File: src/rtl/interrupt_controller_pkg.sv
// =============================================================================
// interrupt_controller_pkg : shared constants and FSM state type
// Revision 1.0
// =============================================================================
`default_nettype none

package interrupt_controller_pkg;

    localparam int IRQ_LINES = 8;
    localparam int IRQ_ID_W  = 3;

    typedef enum logic [1:0] {
        ST_IDLE    = 2'd0,
        ST_REQ     = 2'd1,
        ST_SERVICE = 2'd2
    } irq_state_t;

endpackage

`default_nettype wire

File: src/rtl/interrupt_controller_irq_sync_edge.sv
// =============================================================================
// irq_sync_edge : multi-flop synchroniser with rising-edge detect for one line
// Revision 1.0
// =============================================================================
`default_nettype none

module irq_sync_edge #(
    parameter int SYNC_STAGES = 2
) (
    input  logic ph1,
    input  logic reset,
    input  logic din,
    output logic s,
    output logic rise
);

    logic [SYNC_STAGES-1:0] chain;
    logic                   s_d;

    always_ff @(posedge ph1 or posedge reset) begin
        if (reset) begin
            chain <= '0;
            s_d   <= 1'b0;
        end else begin
            chain <= {chain[SYNC_STAGES-2:0], din};
            s_d   <= chain[SYNC_STAGES-1];
        end
    end

    assign s    = chain[SYNC_STAGES-1];
    assign rise = s & ~s_d;

endmodule

`default_nettype wire

File: src/rtl/interrupt_controller.sv
// =============================================================================
// interrupt_controller : synchronise, latch, mask and prioritise 8 interrupt
//                        lines into one request with ack/eret handshake
// Revision 1.0
// =============================================================================
`default_nettype none

module interrupt_controller
    import interrupt_controller_pkg::*;
#(
    parameter int NUM_IRQ     = IRQ_LINES,
    parameter int SYNC_STAGES = 2
) (
    input  logic                ph1,
    input  logic                reset,
    input  logic [NUM_IRQ-1:0]  interrupts,
    input  logic [NUM_IRQ-1:0]  edge_mode,
    input  logic [NUM_IRQ-1:0]  int_mask,
    input  logic                int_global_en,
    input  logic                ack,
    input  logic                eret,
    output logic                irq,
    output logic [IRQ_ID_W-1:0] irq_id,
    output logic [NUM_IRQ-1:0]  pending,
    output logic                in_service
);

    logic [NUM_IRQ-1:0]  sync_s;
    logic [NUM_IRQ-1:0]  sync_rise;
    logic [NUM_IRQ-1:0]  edge_pend;
    logic [NUM_IRQ-1:0]  edge_pend_next;
    logic [NUM_IRQ-1:0]  eligible;
    logic [NUM_IRQ-1:0]  clr;
    logic [IRQ_ID_W-1:0] sel;
    logic                ack_accept;

    irq_state_t          state;
    irq_state_t          state_next;
    logic                irq_next;
    logic [IRQ_ID_W-1:0] irq_id_next;
    logic                in_service_next;

    for (genvar g = 0; g < NUM_IRQ; g++) begin : g_line
        irq_sync_edge #(
            .SYNC_STAGES (SYNC_STAGES)
        ) u_sync (
            .ph1   (ph1),
            .reset (reset),
            .din   (interrupts[g]),
            .s     (sync_s[g]),
            .rise  (sync_rise[g])
        );
    end

    // Level lines follow the synchroniser directly; only edge lines hold state.
    assign pending  = (edge_mode & edge_pend) | (~edge_mode & sync_s);
    assign eligible = pending & int_mask;
    assign ack_accept = (state == ST_REQ) && ack;

    always_comb begin
        sel = '0;
        clr = '0;
        for (int i = 0; i < NUM_IRQ; i++) begin
            if (eligible[i])
                sel = i[IRQ_ID_W-1:0];
            clr[i] = ack_accept && (irq_id == i[IRQ_ID_W-1:0]);
        end
        // A new edge in the same cycle as its ack keeps the line pending.
        edge_pend_next = edge_mode & (sync_rise | (edge_pend & ~clr));
    end

    always_comb begin
        state_next      = state;
        irq_next        = irq;
        irq_id_next     = irq_id;
        in_service_next = in_service;
        case (state)
            ST_IDLE: begin
                if ((|eligible) && int_global_en) begin
                    state_next  = ST_REQ;
                    irq_next    = 1'b1;
                    irq_id_next = sel;
                end
            end
            ST_REQ: begin
                if (ack) begin
                    state_next      = ST_SERVICE;
                    irq_next        = 1'b0;
                    in_service_next = 1'b1;
                end else if (!eligible[irq_id] || !int_global_en) begin
                    state_next = ST_IDLE;
                    irq_next   = 1'b0;
                end
            end
            ST_SERVICE: begin
                if (eret) begin
                    state_next      = ST_IDLE;
                    in_service_next = 1'b0;
                end
            end
            default: begin
                state_next      = ST_IDLE;
                irq_next        = 1'b0;
                in_service_next = 1'b0;
            end
        endcase
    end

    always_ff @(posedge ph1 or posedge reset) begin
        if (reset) begin
            state      <= ST_IDLE;
            irq        <= 1'b0;
            irq_id     <= '0;
            in_service <= 1'b0;
            edge_pend  <= '0;
        end else begin
            state      <= state_next;
            irq        <= irq_next;
            irq_id     <= irq_id_next;
            in_service <= in_service_next;
            edge_pend  <= edge_pend_next;
        end
    end

endmodule

`default_nettype wire

File: config.mk
export PLATFORM = sky130hd
export DESIGN_NAME = interrupt_controller
export DESIGN_NICKNAME = d
export VERILOG_FILES = /design/src/rtl/interrupt_controller_pkg.sv /design/src/rtl/interrupt_controller_irq_sync_edge.sv /design/src/rtl/interrupt_controller.sv
export SDC_FILE = /design/constraint.sdc
export NUM_CORES = 1
export LEC_CHECK = 0
export ABC_AREA = 1
export CORE_MARGIN = 1.5
export CORE_UTILIZATION = 45
export DETAILED_ROUTE_END_ITERATION = 6
export GPL_TIMING_DRIVEN = 1
export PLACE_DENSITY = 0.74
export SETUP_SLACK_MARGIN = 0.5
export SYNTH_ARGS = -nofsm -noshare
export SYNTH_HDL_FRONTEND = slang
export SYNTH_SLANG_ARGS = --single-unit
File: constraint.sdc
create_clock -name ph1 -period 1.3 [get_ports ph1]
set_input_delay 0.195 -clock ph1 [delete_from_list [all_inputs] [get_ports ph1]]
set_output_delay 0.195 -clock ph1 [all_outputs]
set_load 0.01 [all_outputs]
==> results_dict.tcl <==
set metrics [dict create \
    io_buffer_count 41 \
    critPathLaunchType "flip-flop" \
    dp.cells 284 \
    synth_area_per_cell_um2 9.173 \
    synth-seq-cells 39 \
    hold_class "in2async" \
    grt_pass1_wl_mm 7.024 \
    syn_area_um2 1660 \
    grt_pass1_vias 1609 \
    critPathMaxStageDelay_ps 400 \
    die_h_um 63.74 \
    synth_ff_type "dfrtp_1" \
    syn-num-nets 210 \
    ant_nets 0 \
    synth_area_leaders "dfrtp_1 (59%), nand2_1 (11%), inv_1 (6.8%)" \
    cp-end-kind "flip-flop" \
    fillerInstances 204 \
    coreArea_um2 3442 \
    clk_latency_ps 290 \
    clock_path_buffers 2 \
    outcome "complete, but fails checks" \
    vias 1679 \
    dpl.hpwl_mm 2.946 \
    finalCritPeriodShare_pct 101.8 \
    cts_buffers 5 \
    root_buffer "clkbuf_8" \
    tightestPinTransition_ps 339.5 \
    timing.hold.ws_ps 283.1 \
    syn_to_final_growth_pct 67.67 \
    critPathKind "reg2reg" \
    initial_utilization_pct 48.24 \
    cap_violations 0 \
    synth.most_common_cell "nand2_1" \
    power_density_nw_per_um2 1491 \
    synth_seq_area_share_pct 58.78 \
    overflow 0 \
    avgViaCountPerCell 5.231 \
    violations "setup timing" \
    async_flop_share_pct 100.0 \
    gp_congestion 0.8824 \
    layout_min_cycle_time_ps 1323 \
    nNetsFinal 304 \
    cts_tree "done" \
    grt_max_degree 23 \
    ir_drop_mv 0.7460 \
    setup_viol 2 \
    fmaxAchievable_ghz 0.7557 \
    setup_slack_ps -23.24 \
    slew_headroom_pct 77.29 \
    wl_per_cell_um 16.10 \
    die_x_um 63.74 \
    grt_antenna_before_repair 0 \
    wl_mm 5.168 \
    path_clk_slew_ps 80 \
    slew_viol_final 0 \
    synth_top_area_share_pct 58.78 \
    critPathSlowestCell "dfrtp_1" \
    power_leakage_uw 0.001337 \
    first_pass_iters 4 \
    post_layout_nonfiller_instances 321 \
    drc_errors 0 \
    h-tree-depth 2 \
    boundaryPins 42 \
    layout-drive-gt1-share_pct 51.64 \
    clock_skew_ps 11.23 \
    cp_max_fo 2 \
    crit_family "flip-flops" \
    drt_iter0_markers 123 \
    synth_edf_count 0 \
    cp_num_buf_inv 1 \
    grt_setup_unrepaired "yes" \
    grt_usage_pct 22.76 \
    hold_viol_final 0 \
    r2r_cells 9 \
    worstPathCellList "nand2_2, o21ai_2, buf_4, nand3_1, nand2_1, nand2_1, nand2_2, a21boi_2, o21ai_1" \
    dieArea_um2 4063 \
    crit_arrival_ps 1490 \
    final_core_util_pct 80.88 \
    ctsHoldBuffers 0 \
    synth_top_cell_by_area "dfrtp_1" \
    crit_cells 9 \
    ys_types 18 \
    num_rows 21 \
    clock-sinks 39 \
    diodes 0 \
    tns_ps -38.19 \
    cp.required_ps 1470 \
    syn-instance-count 181 \
    synth_warnings 0 \
    synth.top_cells.by_count "nand2_1 (49), dfrtp_1 (39), inv_1 (30), nor3_1 (10)" \
]
## per-stage QoR
step	power, uW	cell area [um^2]	setup slack, ps
after floorplan	2094	1688	173.2
final	4150	2784	-23.24
after global placement	2537	2276	-345.6
after global routing	4339	2784	-82.03
after detailed placement	2589	2276	-432.0
after CTS	3636	2545	52.73
## sequential cells by signal (all words and copies together) (netlist names)
signal / flops
edge_pend: 8
irq_id: 3
in_service: 1
g_line.u_sync.chain: 16
irq: 1
state: 2
g_line.u_sync.s_d: 8
## power breakdown
group	internal (uW)	total, uW	switching [uW]
combinational	837	1850	1010
sequential	1380	1530	152
clock	369	769	399
## worst paths after layout
| path | from | end | slack, ps |
|---|---|---|---|
| max in group asynchronous | reset | irq_id[2] | 730 |
| setup reg to reg | edge_pend[1] | irq_id[0] | -20 |
| setup / recovery | edge_pend[1] | irq_id[0] | -20 |
| min in group ph1 | interrupts[3] | g_line[3].u_sync.chain[0] | 340 |
| hold / removal | reset | g_line[0].u_sync.s_d | 280 |
| hold reg to reg | g_line[7].u_sync.chain[0] | g_line[7].u_sync.chain[1] | 340 |
## logic make-up (layout without fill, tap and decap cells)
| logic type | Yosys count | count (layout) | share of synthesized area (%) |
|---|---|---|---|
| buf+inv | 34 | 127 | 7.686 |
| compound gates | 23 | 23 | 9.345 |
| flops | 39 | 39 | 58.78 |
| simple gates | 85 | 86 | 24.19 |
## per-layer routing
metal  GRT usage, %  routed length [um]  vias to the layer above
met5              0                   0                        -
met3          4.577                 258                       19
li1               -                   -                      766
met2          44.61                2838                       72
met4          7.065                 179                        0
met1          24.11                1892                      822
## cell usage in the layout (no fill, tap or decap), drive strengths merged, types with 8 or more instances in the layout
master,Yosys,layout
o21ai,12,12
o32ai,8,8
dlygate4sd2,0,8
nor3,10,10
inv,34,32
nand3,11,12
buf,0,58
dfrtp,39,39
nand2,55,55
clkdlybuf4s50,0,20
## final cells by class
| type | instances | area [um^2] | area share (%) |
|---|---|---|---|
| Tap cell | 46 | 57.56 | 2.067 |
| Sequential cell | 39 | 980.9 | 35.24 |
| Timing Repair Buffer | 86 | 710.7 | 25.53 |
| Clock buffer | 7 | 76.32 | 2.742 |
| Inverter | 34 | 137.6 | 4.944 |
| Multi-Input combinational cell | 109 | 820.8 | 29.48 |
## worst min-delay path, cell delays in order
cell and delay [ps]:
clkdlybuf4s50_1 440, clkinvlp_4 80, buf_4 230
## timing repair
action | CTS | global route
pin swaps | 10 | 24
buffers inserted | 14 | 15
cloned | 1 | 0
endpoints found under the setup margin | 28 | 28
gates resized for setup | 107 | 34
Note: power is estimated with default switching activity, not from simulation.
==> patch (same flow settings) <==
The package constant `IRQ_LINES` goes from 8 to 12.
--- a/src/rtl/interrupt_controller_pkg.sv
+++ b/src/rtl/interrupt_controller_pkg.sv
@@ -6,7 +6,7 @@
 
 package interrupt_controller_pkg;
 
-    localparam int IRQ_LINES = 8;
+    localparam int IRQ_LINES = 12;
     localparam int IRQ_ID_W  = 3;
 
     typedef enum logic [1:0] {
Ports: changed (resized edge_mode, int_mask, interrupts and pending); port bits go from 42 to 58. No check against the original RTL was run, so the function may have changed too.
==> patch against the original RTL <==
- the flow still finishes with violations (negative setup slack)
- sequential share of layout area increased by 2.3 points
- wire length grew 6.3%
- first-iteration DRC count fell by 2.4%
- utilization down 3.0 points
- total power up 26%
- area after synthesis rose by 33%
- setup slack got worse by 120 ps
- design area up 32%
- sequential cell count is 16 higher
- critical endpoint is now irq$_DFFE_PP0P_
==> patch: results (changes against the original RTL) <==
- The routed via count was 1,956 (+16%).
* CP arrival: 1690 ps (+200 ps)
- Placed cell count: 374 (+32%)
- The final-report setup violation count came to 7 (+5).
- Nets: 379 (+25%)
- The unique cell type count in the Yosys netlist came to 23 (+5).
- Number of cell instances on the worst register-to-register path: 10 (+1)
- Layout cell share with drive strength beyond 1: 0.487 (-0.0296)
- The total power density per cell area came to 1420 nW/um^2 (-4.5%).
* Final estimated routing congestion in global placement: 0.812 (-8.0%)
- The wire length reported by the detailed router came to 5490 um (+6.3%).
* Port bufs: 57 (+39%)
- Latest clock arrival within the worst-skew pair: 310 ps (+20 ps)
* Overall routing resource usage: 0.216 (-0.0111)
- Instance area at placement: 3180 sq um (+40%)
- Combinational cell fraction of total power: 0.420 (-0.026)
* Final Util: 0.779 (-0.0300)
* Final worst slack: -140 ps (-117 ps)
- The relative slew slack is 0.770 (-0.00307).
- The multi-input logic portion of the cell area came to 0.263 (-0.0316).
- The count of buffers not belonging to the clock network in the layout is 109 (+27%).
- The checks that failed: negative setup slack.
- Outcome: finished with violations
- The final cell count without fillers was 406 (+26%).
* Max FO, Critical Path: 4 (+2)
- The leakage dissipation was 1.77 nW (+32%).
[patch: what timing repair did]
action | CTS | global route
buffers inserted | 15 | 8
endpoints found under the hold margin | 0 | 0
pin swaps | 12 | 13
setup endpoints to repair | 36 | 36
hold buffers | 0 | 0
gates resized for setup | 136 | 30
cloned | 1 | 0
[patch: layer usage]
metal	GRT usage	wire (um)	up-vias
li1	-	-	937
met1	0.259	2190	949
met2	0.367	2930	58
met3	0.0511	265	12
met4	0.103	116	0
met5	0	0	-
[patch: through the flow]
step	setup TNS, ps	setup slack, ps
after floorplan	0	23.4
after global placement	-6260	-409
after detailed placement	-6730	-476
after CTS	-358	-88.5
after global routing	-1420	-245
final	-716	-140
[patch: critical path, delay by kind of cell (launching register included)]
family,cells,cell delay (ps)
AO/OA/AOI/OAI,2,290
AND/OR/NAND/NOR,6,460
flip-flops,1,420
buffers and inverters,2,210
[patch: kinds of logic after synthesis]
kind of cell	share of synthesized area
DFF	0.621
buffers and inverters	0.0525
AOI/OAI and AO/OA	0.0994
and+or+nand+nor	0.227
